## config.mk

```make
export PLATFORM = sky130hd
export DESIGN_NAME = dsp_scroll_arb_flat
export DESIGN_NICKNAME = d
export VERILOG_FILES = /design/src/rtl/dsp_pkg.sv /design/src/rtl/dsp_scroll_arb_if.sv /design/src/rtl/dsp_bus_arb.sv /design/src/rtl/dsp_scroll_arb.sv /design/src/flat_wrapper.sv
export SDC_FILE = /design/constraint.sdc
export NUM_CORES = 1
export LEC_CHECK = 0
export CAP_MARGIN = 20
export CORE_ASPECT_RATIO = 2
export CORE_MARGIN = 8
export CORE_UTILIZATION = 40
export CTS_CLUSTER_DIAMETER = 50
export DETAILED_ROUTE_END_ITERATION = 16
export PLACE_DENSITY = 0.82
export SYNTH_ARGS = -nofsm -noshare
export SYNTH_HDL_FRONTEND = slang
export SYNTH_SLANG_ARGS = --single-unit
```

## constraint.sdc

```tcl
create_clock -name clk -period 2.7 [get_ports clk]
set_input_delay 0.405 -clock clk [delete_from_list [all_inputs] [get_ports clk]]
set_output_delay 0.405 -clock clk [all_outputs]
set_load 0.03 [all_outputs]
```

## src/rtl/dsp_pkg.sv

```systemverilog
// ----------------------------------------------------------------------------
// dsp_pkg
// Shared types and field widths for the character display port slice.
// A display word address is {row[4:0], col[6:0]} (CPU byte address [13:2]);
// display data words are 16 bits wide.
// ----------------------------------------------------------------------------
package dsp_pkg;

  localparam int ROW_W  = 5;
  localparam int COL_W  = 7;
  localparam int ADDR_W = ROW_W + COL_W;
  localparam int DATA_W = 16;

  // Clear/scroll engine states
  typedef enum logic [1:0] {
    IDLE    = 2'd0,
    COPY_RD = 2'd1,
    COPY_WR = 2'd2,
    FILL_WR = 2'd3
  } eng_state_e;

  // Display port owner for the current cycle
  typedef enum logic [1:0] {
    GNT_NONE = 2'd0,
    GNT_CPU  = 2'd1,
    GNT_ENG  = 2'd2
  } gnt_e;

  // Pack a (row, col) screen position into a display word address
  function automatic logic [ADDR_W-1:0] scr_addr(input logic [ROW_W-1:0] row,
                                                 input logic [COL_W-1:0] col);
    return {row, col};
  endfunction

endpackage

```

## src/rtl/dsp_scroll_arb_if.sv

```systemverilog
// ----------------------------------------------------------------------------
// dsp_scroll_arb_if
// Display-port style bus: a master issues en/wr/addr/wr_data, the slave
// answers with wt (stall) and rd_data. Used both for the CPU side (this block
// is the slave) and the display memory side (this block is the master).
//   addr    : word address {row, col}
//   en      : access request
//   wr      : 1 = write, 0 = read
//   wt      : wait; a read stalls one cycle, a write completes at once
//   wr_data : write data
//   rd_data : read data, valid when en & ~wr & ~wt
// ----------------------------------------------------------------------------
interface dsp_scroll_arb_if;
  import dsp_pkg::*;

  logic [ADDR_W-1:0] addr;
  logic              en;
  logic              wr;
  logic              wt;
  logic [DATA_W-1:0] wr_data;
  logic [DATA_W-1:0] rd_data;

  modport master (output addr, en, wr, wr_data, input wt, rd_data);
  modport slave  (input addr, en, wr, wr_data, output wt, rd_data);

endinterface

```

## src/rtl/dsp_bus_arb.sv

```systemverilog
// ----------------------------------------------------------------------------
// dsp_bus_arb
// Two-master arbiter for the display port: the CPU wins any cycle it asks,
// the internal engine gets idle cycles. A read that has started (wt seen) is
// locked to its owner through its completion cycle so it is never preempted.
// Ports:
//   clk, reset      : clock, synchronous active-high reset
//   cpu (slave)     : CPU request bus; wt stalls the CPU
//   dsp (master)    : display memory port
//   eng_req/eng_wr/eng_addr/eng_wr_data : engine request
//   eng_ack         : engine access completes this cycle
//   eng_rd_data     : engine read data (valid with eng_ack on a read)
// ----------------------------------------------------------------------------
module dsp_bus_arb
  import dsp_pkg::*;
(
  input  logic              clk,
  input  logic              reset,
  dsp_scroll_arb_if.slave   cpu,
  dsp_scroll_arb_if.master  dsp,
  input  logic              eng_req,
  input  logic              eng_wr,
  input  logic [ADDR_W-1:0] eng_addr,
  input  logic [DATA_W-1:0] eng_wr_data,
  output logic              eng_ack,
  output logic [DATA_W-1:0] eng_rd_data
);

  gnt_e              gnt_s;
  gnt_e              gnt_held_q, gnt_held_d;
  logic              lock_q, lock_d;
  logic [ADDR_W-1:0] addr_s;
  logic              en_s;
  logic              wr_s;
  logic [DATA_W-1:0] wr_data_s;

  // Grant: a locked read keeps its owner, otherwise CPU first, then engine
  always_comb begin
    if (lock_q) begin
      gnt_s = gnt_held_q;
    end else if (cpu.en) begin
      gnt_s = GNT_CPU;
    end else if (eng_req) begin
      gnt_s = GNT_ENG;
    end else begin
      gnt_s = GNT_NONE;
    end
  end

  // Route the granted requester onto the display port
  always_comb begin
    addr_s    = '0;
    en_s      = 1'b0;
    wr_s      = 1'b0;
    wr_data_s = '0;
    case (gnt_s)
      GNT_CPU: begin
        addr_s    = cpu.addr;
        en_s      = cpu.en;
        wr_s      = cpu.wr;
        wr_data_s = cpu.wr_data;
      end
      GNT_ENG: begin
        addr_s    = eng_addr;
        en_s      = 1'b1;
        wr_s      = eng_wr;
        wr_data_s = eng_wr_data;
      end
      default: begin
        en_s = 1'b0;
      end
    endcase
  end

  // A read still stalled by the port holds the grant into its completion cycle
  always_comb begin
    lock_d     = en_s & ~wr_s & dsp.wt;
    gnt_held_d = gnt_s;
  end

  // Lock and held-grant registers
  always_ff @(posedge clk) begin
    if (reset) begin
      lock_q     <= 1'b0;
      gnt_held_q <= GNT_NONE;
    end else begin
      lock_q     <= lock_d;
      gnt_held_q <= gnt_held_d;
    end
  end

  assign dsp.addr    = addr_s;
  assign dsp.en      = en_s;
  assign dsp.wr      = wr_s;
  assign dsp.wr_data = wr_data_s;

  assign cpu.rd_data = dsp.rd_data;
  assign cpu.wt      = cpu.en & ((gnt_s != GNT_CPU) | dsp.wt);

  assign eng_ack     = (gnt_s == GNT_ENG) & ~dsp.wt;
  assign eng_rd_data = dsp.rd_data;

endmodule

```

## src/rtl/dsp_scroll_arb.sv

```systemverilog
// ----------------------------------------------------------------------------
// dsp_scroll_arb
// Display port front end: shares the character memory between the CPU and a
// hardware engine that clears the whole screen or scrolls it up one row and
// fills the last row, using only cycles the CPU leaves idle.
// Ports:
//   clk, reset          : clock, synchronous active-high reset
//   cpu (slave)         : CPU bus (addr/en/wr/wr_data in, wt/rd_data out)
//   dsp (master)        : display memory port
//   cmd_clear           : pulse, fill the whole screen with fill_data
//   cmd_scroll          : pulse, scroll up one row and fill the last row
//   fill_data           : fill word, latched when a command is accepted
//   busy                : engine operation in progress
//   done                : one-cycle pulse after the last engine write
// ----------------------------------------------------------------------------
module dsp_scroll_arb
  import dsp_pkg::*;
#(
  parameter int ROWS = 30,
  parameter int COLS = 80
) (
  input  logic              clk,
  input  logic              reset,
  dsp_scroll_arb_if.slave   cpu,
  dsp_scroll_arb_if.master  dsp,
  input  logic              cmd_clear,
  input  logic              cmd_scroll,
  input  logic [DATA_W-1:0] fill_data,
  output logic              busy,
  output logic              done
);

  localparam logic [ROW_W-1:0] LAST_ROW      = ROW_W'(ROWS - 1);
  localparam logic [ROW_W-1:0] LAST_COPY_ROW = ROW_W'(ROWS - 2);
  localparam logic [COL_W-1:0] LAST_COL      = COL_W'(COLS - 1);

  eng_state_e        state_q, state_d;
  logic [ROW_W-1:0]  row_q, row_d;
  logic [COL_W-1:0]  col_q, col_d;
  logic [DATA_W-1:0] fill_q, fill_d;
  logic [DATA_W-1:0] hold_q, hold_d;
  logic              busy_q;
  logic              done_q;

  logic              eng_req_s;
  logic              eng_wr_s;
  logic [ADDR_W-1:0] eng_addr_s;
  logic [DATA_W-1:0] eng_wr_data_s;
  logic              eng_ack_s;
  logic [DATA_W-1:0] eng_rd_data_s;

  dsp_bus_arb u_arb (
    .clk         (clk),
    .reset       (reset),
    .cpu         (cpu),
    .dsp         (dsp),
    .eng_req     (eng_req_s),
    .eng_wr      (eng_wr_s),
    .eng_addr    (eng_addr_s),
    .eng_wr_data (eng_wr_data_s),
    .eng_ack     (eng_ack_s),
    .eng_rd_data (eng_rd_data_s)
  );

  // Engine bus request: copy reads come from the row below the one written
  always_comb begin
    eng_req_s = (state_q != IDLE);
    eng_wr_s  = (state_q != COPY_RD);
    if (state_q == COPY_RD) begin
      eng_addr_s = scr_addr(row_q + ROW_W'(1), col_q);
    end else begin
      eng_addr_s = scr_addr(row_q, col_q);
    end
    if (state_q == COPY_WR) begin
      eng_wr_data_s = hold_q;
    end else begin
      eng_wr_data_s = fill_q;
    end
  end

  // Engine next state; counters move only when the engine access completes
  always_comb begin
    state_d = state_q;
    row_d   = row_q;
    col_d   = col_q;
    fill_d  = fill_q;
    hold_d  = hold_q;
    case (state_q)
      IDLE: begin
        if (cmd_clear) begin
          fill_d  = fill_data;
          row_d   = '0;
          col_d   = '0;
          state_d = FILL_WR;
        end else if (cmd_scroll) begin
          fill_d = fill_data;
          row_d  = '0;
          col_d  = '0;
          // a single-row screen has nothing to copy
          if (ROWS == 1) begin
            state_d = FILL_WR;
          end else begin
            state_d = COPY_RD;
          end
        end else begin
          state_d = IDLE;
        end
      end
      COPY_RD: begin
        if (eng_ack_s) begin
          hold_d  = eng_rd_data_s;
          state_d = COPY_WR;
        end else begin
          state_d = COPY_RD;
        end
      end
      COPY_WR: begin
        if (eng_ack_s) begin
          if (col_q == LAST_COL) begin
            col_d = '0;
            if (row_q == LAST_COPY_ROW) begin
              row_d   = LAST_ROW;
              state_d = FILL_WR;
            end else begin
              row_d   = row_q + ROW_W'(1);
              state_d = COPY_RD;
            end
          end else begin
            col_d   = col_q + COL_W'(1);
            state_d = COPY_RD;
          end
        end else begin
          state_d = COPY_WR;
        end
      end
      FILL_WR: begin
        if (eng_ack_s) begin
          if (col_q == LAST_COL) begin
            col_d = '0;
            if (row_q == LAST_ROW) begin
              state_d = IDLE;
            end else begin
              row_d   = row_q + ROW_W'(1);
              state_d = FILL_WR;
            end
          end else begin
            col_d   = col_q + COL_W'(1);
            state_d = FILL_WR;
          end
        end else begin
          state_d = FILL_WR;
        end
      end
      default: begin
        state_d = IDLE;
      end
    endcase
  end

  // Engine state, counters and status registers
  always_ff @(posedge clk) begin
    if (reset) begin
      state_q <= IDLE;
      row_q   <= '0;
      col_q   <= '0;
      fill_q  <= '0;
      hold_q  <= '0;
      busy_q  <= 1'b0;
      done_q  <= 1'b0;
    end else begin
      state_q <= state_d;
      row_q   <= row_d;
      col_q   <= col_d;
      fill_q  <= fill_d;
      hold_q  <= hold_d;
      busy_q  <= (state_d != IDLE);
      done_q  <= (state_q != IDLE) && (state_d == IDLE);
    end
  end

  assign busy = busy_q;
  assign done = done_q;

endmodule

```

## src/flat_wrapper.sv

```systemverilog
// flat-port wrapper written by rule: the top's interface ports become plain ports
module dsp_scroll_arb_flat import dsp_pkg::*;
#(
  parameter int ROWS = 30,
  parameter int COLS = 80
)
  (clk, reset, cmd_clear, cmd_scroll, fill_data, busy, done, cpu_addr, cpu_en, cpu_wr, cpu_wr_data, cpu_wt, cpu_rd_data, dsp_addr, dsp_en, dsp_wr, dsp_wr_data, dsp_wt, dsp_rd_data);
  dsp_scroll_arb_if cpu_i ();
  dsp_scroll_arb_if dsp_i ();
  input  logic clk;
  input  logic reset;
  input  logic cmd_clear;
  input  logic cmd_scroll;
  input  logic [DATA_W-1:0] fill_data;
  output logic busy;
  output logic done;
  input wire logic [$bits(cpu_i.addr)-1:0] cpu_addr;
  input wire logic [$bits(cpu_i.en)-1:0] cpu_en;
  input wire logic [$bits(cpu_i.wr)-1:0] cpu_wr;
  input wire logic [$bits(cpu_i.wr_data)-1:0] cpu_wr_data;
  output wire logic [$bits(cpu_i.wt)-1:0] cpu_wt;
  output wire logic [$bits(cpu_i.rd_data)-1:0] cpu_rd_data;
  output wire logic [$bits(dsp_i.addr)-1:0] dsp_addr;
  output wire logic [$bits(dsp_i.en)-1:0] dsp_en;
  output wire logic [$bits(dsp_i.wr)-1:0] dsp_wr;
  output wire logic [$bits(dsp_i.wr_data)-1:0] dsp_wr_data;
  input wire logic [$bits(dsp_i.wt)-1:0] dsp_wt;
  input wire logic [$bits(dsp_i.rd_data)-1:0] dsp_rd_data;
  assign cpu_i.addr = cpu_addr;
  assign cpu_i.en = cpu_en;
  assign cpu_i.wr = cpu_wr;
  assign cpu_i.wr_data = cpu_wr_data;
  assign cpu_wt = cpu_i.wt;
  assign cpu_rd_data = cpu_i.rd_data;
  assign dsp_addr = dsp_i.addr;
  assign dsp_en = dsp_i.en;
  assign dsp_wr = dsp_i.wr;
  assign dsp_wr_data = dsp_i.wr_data;
  assign dsp_i.wt = dsp_wt;
  assign dsp_i.rd_data = dsp_rd_data;
  dsp_scroll_arb #(.ROWS(ROWS), .COLS(COLS)) u_core (.clk(clk), .reset(reset), .cpu(cpu_i), .dsp(dsp_i), .cmd_clear(cmd_clear), .cmd_scroll(cmd_scroll), .fill_data(fill_data), .busy(busy), .done(done));
endmodule
```

======== Word level (Yosys, flattened, before mapping) ========
Cells that the tools add are included.
storage, ports and cells
  flip-flop bits (word level) ............. 51
  output and inout bits ................... 49
  logic and storage cells ................. 83
operators by class
  add/sub/neg operators ................... 2
  eq/ne operators ......................... 17
  multiplexer cells ....................... 35
  bitwise logic cells ..................... 7
  reduce and logical (&&, ||, !) cells .... 13
operators with widths
  operator                                                                  number
  16-bit 2-to-1 mux                                                         3
  5-bit 2-to-1 mux                                                          8
  16-bit case mux with 2 select lines                                       1
  7-bit 2-to-1 mux                                                          4
  12-bit case mux with 2 select lines                                       1
  2-bit 2-to-1 mux                                                          11
  5-bit case mux with 3 select lines                                        1
  7-bit case mux with 2 select lines                                        1
  12-bit 2-to-1 mux                                                         1
  2-bit by 1-bit inequality test with 1-bit output (second input constant)  6
  5-bit == test (second input constant)                                     2
  2-bit case mux with 4 select lines                                        1
  2-bit nonzero test                                                        4
  7-bit by 1-bit adder with 7-bit output (second input constant)            1
  7-bit == test (second input constant)                                     1
  7-bit AND reduction                                                       1
  2-bit == test (second input constant)                                     3
  5-bit by 1-bit adder with 5-bit output (second input constant)            1
  1-bit bitwise AND                                                         4
  2-bit by 1-bit == test with 1-bit output (second input constant)          2
  2-bit zero test                                                           2
  2-bit inequality test (second input constant)                             2
  1-bit case mux with 2 select lines                                        2
  2-bit AND reduction                                                       2
  8 further kinds                                                           9

======== Logic depth before layout (Yosys ltp) ========
  word-level depth ........................ 10
  mapped depth ............................ 10
  depth with buffers taken out ............ 10

======== By module ========
Synthesis repeated with hierarchy kept, for this count alone.
unflattened totals
  cells, all modules ...................... 390
  area total of the unflattened synthesis .. 3,020.4 sq um
modules (own cells, without submodules)
  module          times used  cells each  area each (sq um)  seq. area each (sq um)
  dsp_scroll_arb  1           271         2,219.6            960.9
  dsp_bus_arb     1           119         800.8              60.1

======== Worst setup path after synthesis ========
OpenSTA, ideal clock, no wires.
  path kind ............................... register -> output
  start ................................... reg u_core.state_q[1]
  end ..................................... out dsp_wr_data[12]
  data arrival time ....................... 2,118 ps
  required time ........................... 2,295 ps
  setup slack ............................. 177 ps
  stages on the path, launching flop included .. 9
  cells stage by stage .................... dfxtp_1 -> nor2_1 -> nor3_1 -> a21oi_1 -> ha_1 -> clkbuf_1 -> buf_1 -> a22oi_1 -> nor2_1
between the ends
  longest elaborated chain between the ends .. 6
RTL lines
  item                                                                       line                   source
  from (decl)                                                                dsp_scroll_arb.sv:37   eng_state_e state_q, state_d;
  from (signal assigned)                                                     dsp_scroll_arb.sv:171  state_q <= state_d;
  2-bit nonzero test                                                         dsp_scroll_arb.sv:67   eng_req_s = (state_q != IDLE);
  2-bit 2-to-1 mux                                                           dsp_bus_arb.sv:43      end else if (eng_req) begin
  2-bit 2-to-1 mux                                                           dsp_bus_arb.sv:41      end else if (cpu.en) begin
  2-bit 2-to-1 mux                                                           dsp_bus_arb.sv:39      if (lock_q) begin
  2-bit == test or 2-bit by 1-bit == test with 1-bit output (tied branches)  dsp_bus_arb.sv:56      case (gnt_s)
  16-bit case mux with 2 select lines (*)                                    dsp_bus_arb.sv:56
  to (decl)                                                                  flat_wrapper.sv:26     output wire logic [$bits(dsp_i.wr_data)-1:0] dsp_wr_data;
Mark *: on every way between the ends. The rest lies on a longest branch, timed or not.

======== Worst setup path after layout ========
  start ................................... in cpu_en
  end ..................................... out dsp_wr
between the ends
  longest elaborated chain between the ends .. 4
RTL lines
  item                                                                       line                source
  from (decl)                                                                flat_wrapper.sv:18  input wire logic [$bits(cpu_i.en)-1:0] cpu_en;
  2-bit 2-to-1 mux (*)                                                       dsp_bus_arb.sv:41
  2-bit 2-to-1 mux (*)                                                       dsp_bus_arb.sv:39
  named net u_core.u_arb.gnt_held_d[1]                                       dsp_bus_arb.sv:30   gnt_e gnt_held_q, gnt_held_d;
  2-bit == test or 2-bit by 1-bit == test with 1-bit output (tied branches)  dsp_bus_arb.sv:56
  1-bit case mux with 2 select lines (*)                                     dsp_bus_arb.sv:56
  to (decl)                                                                  flat_wrapper.sv:25  output wire logic [$bits(dsp_i.wr)-1:0] dsp_wr;
The timed path passes the listed nets; every way through them passes the cells marked *.

==> impl_metrics.csv <==
group,metric,value,unit
yosys,syn_avg_cell_area,7.77,um2
timing,setup_viol,0,
timing,clock_skew,0.00252,ns
yosys,syn_nets,447,
timing,max_slew_margin,48.3,%
cts,path_clk_slew,0.07,ns
setup_path,setup.worst_path.class,"input port to primary output",
power,power.leakage,0.00160,uW
yosys,synth_seq_cells,51,
timing,slew_viol_final,0,
routing,drc_errors,0,
routing,drt_iter0_drc,161,
setup_path,crit_path_end_kind,"primary output",
global_route,grt_overflow,0,
timing,post-route-period-util,92.4,%
yosys,yosysWarnings,0,
hold_path,hold_path.class,"register to register",
final_layout,final_cells,563,
die,placementRows,44,
cts,cts-htree-levels,2,
place,gp_congestion,0.780,
timing,clock.fmax,401,MHz
yosys,synthArstFlopShare,0,%
routing,ant_nets,0,
timing,rsz0062_at_grt,"false",
place,dp.cells,555,
status,status,"finished clean",
cts,cts_buffer_depth,2,
die,die_height,137,um
timing,setup-tns-final,0,ns
yosys,syn_inst,374,
global_route,grt_pass1_wl,14700,um
die,fp.dieArea,10400,um2
timing,hold_viol_final,0,
routing,via_per_inst,5.32,
final_layout,syn_to_final_growth,42.7,%
yosys,yosys.cell_types.count,45,
die,initial_core_util,40.6,%
cts,postCtsSetupBuffers,0,
global_route,grt_max_degree,43,
global_route,track_usage,17.2,%
setup_path,worstPathRequired,2.30,ns
yosys,seq_area_frac_synth,35.1,%
run,maxCapViolCount,0,
yosys,synth_area,2910,um2
cts,clock-sinks,51,
timing,tightest_slew,0.776,ns
setup_path,critPathMaxFanout,21,
power,clkPwrFrac,29.4,%
yosys,synth_flop_cell,"dfxtp_1",
global_route,grt_pass1_vias,3055,
timing,setup_slack,0.204,ns
power,power_density,514,nW/um2
die,core_area,7160,um2
yosys,synth_edf_count,0,
routing,wl,8910,um
die,io_pins,116,
power,p_switching,691,uW
setup_path,worst-endpoint-arrival,2.09,ns
timing,fin_crit,2.50,ns
place,dpl.hpwl,6460,um
power,p_int,1440,uW
routing,first_pass_iters,4,
place,placement.io_buffers,115,
cts,cts_tree,"done",
cts,clock-root-buffer,"clkbuf_16",
final_layout,drive_gt1_share,17.0,%
power,power_frac_seq,38.0,%
power,combPwrFrac,32.6,%
cts,hold_buffers,0,
place,preCtsSetupSlack,0.0291,ns
routing,wl_per_cell,15.8,um
final_layout,fill_cells,691,
global_route,antenna_found_initial,0,
power,peakVddDrop,0.459,mV
cts,clock_latency,0.29,ns
power,power_switching_share,32.4,%
final_layout,fin_nets,543,
die,die-width,76.3,um
cts,numCtsBuffers,5,
setup_path,start_kind,"input port",
routing,dr_total_vias,2996,
cts,cts-resized-gates,0,
final_layout,antennaDiodeCount,0,
==> area by class of cell <==
type | count | area (um2) | share of cell area (%)
Sequential cell | 51 | 1020 | 24.6
Clock inverter | 3 | 18.8 | 0.453
Tap cell | 92 | 115 | 2.78
Timing Repair Buffer | 131 | 1200 | 29.0
Multi-Input combinational cell | 276 | 1650 | 39.7
Clock buffer | 5 | 125 | 3.02
Inverter | 5 | 18.8 | 0.453
==> flip-flops by register name, summed over array words and instances (netlist names) <==
name                     flops
u_core.busy                  1
u_core.col_q                 7
u_core.done                  1
u_core.fill_q               16
u_core.hold_q               16
u_core.row_q                 5
u_core.state_q               2
u_core.u_arb.gnt_held_q      2
u_core.u_arb.lock_q          1
==> cell usage after synthesis, types with 2 or more instances <==
cell       n  area [um2]
nor2b_1    3        18.8
a21o_1     2        15.0
mux2_2    17         191
inv_1      5        18.8
a31oi_1    2        12.5
a311oi_1   2        17.5
nand2b_1   2        12.5
nor2_1    43         161
nand2_1   75         282
dfxtp_1   51        1020
ha_1       6        75.1
a41oi_1    2        17.5
nand3_1    3        15.0
o21ai_0    8        40.0
xnor2_1    4        35.0
buf_4     17         128
nor3_1     3        15.0
a21oi_1   39         195
mux2i_1    2        20.0
and4_1     3        26.3
a211oi_1   3        22.5
a22oi_1   31         233
nand4_1    7        43.8
buf_2      6        30.0
buf_1      2        7.51
clkbuf_1  17        63.8
==> routing by layer <==
metal	up-vias	GRT usage [%]	share of wire [%]
met5	-	0	0
met2	139	27.0	43
met3	9	6.25	9.3
met1	1362	21.2	46
li1	1486	-	-
met4	0	5.93	1.4
==> final timing paths <==
kind	startpoint	endpoint	slack [ns]	cells after the start
setup reg to reg	u_core.u_arb.lock_q	u_core.row_q[0]	0.49	8
setup / recovery	cpu_en	dsp_wr	0.20	8
hold / removal	u_core.fill_q[5]	u_core.fill_q[5]	0.45	2
hold reg to reg	u_core.fill_q[5]	u_core.fill_q[5]	0.45	2
==> power groups by stage <==
stage	clock network [uW]	registers (uW)	logic, uW
3_3_place_gp	0	825	682
4_1_cts	642	809	691
6_report	626	810	695
2_1_floorplan	0	831	411
5_1_grt	667	814	752
3_5_place_dp	0	826	688
==> cell usage in the layout (no fill, tap or decap), types with 3 or more instances in the layout <==
master           synthesis  routed
dfxtp_1                 51      51
nor2b_1                  3       3
buf_4                   17      44
clkdlybuf4s50_1          0      83
and4_1                   3       3
mux2_2                  17      17
nand3_1                  3       3
o21ai_0                  8       8
a22oi_1                 31      31
xnor2_1                  4       4
a21oi_1                 39      38
nand4_1                  7       7
clkbuf_16                0       5
nand2_1                 75      75
nor2_1                  43      43
inv_1                    5       5
ha_1                     6       6
a211oi_1                 3       3
==> cell families (layout without fill, tap and decap cells) <==
kind of cell             after synthesis  after routing  share of synthesized area, %
multiplexers                          19             19                          7.28
XOR/XNOR                               4              4                          1.21
adder cells (fa/ha/maj)                6              6                          2.58
flip-flops                            51             51                          35.1
AO/OA/AOI/OAI                         98             98                          22.5
buffers and inverters                 47            144                          8.53
AND/OR/NAND/NOR                      149            149                          22.7
==> critical path: stages <==
cell and delay, ns:
clkdlybuf4s50_1 0.51, nor3_1 0.08, a21oi_2 0.17, inv_1 0.07, ha_1 0.29, buf_4 0.22, nor2_1 0.16, buf_4 0.19
==> through the flow <==
| stage | util [%] | power (uW) | hold slack (ns) | instance area (um2) |
|---|---|---|---|---|
| final | 57.9 | 2130 | 0.454 | 4150 |
| after global routing | 57.9 | 2230 | 0.473 | 4150 |
| after CTS | 57.7 | 2140 | 0.456 | 4130 |
| after detailed placement | 55.7 | 1510 | 0.446 | 3990 |
| after global placement | 55.7 | 1510 | 0.440 | 3990 |
| after floorplan | - | 1240 | 0.433 | 2910 |
Note: power is estimated with default switching activity, not from simulation.
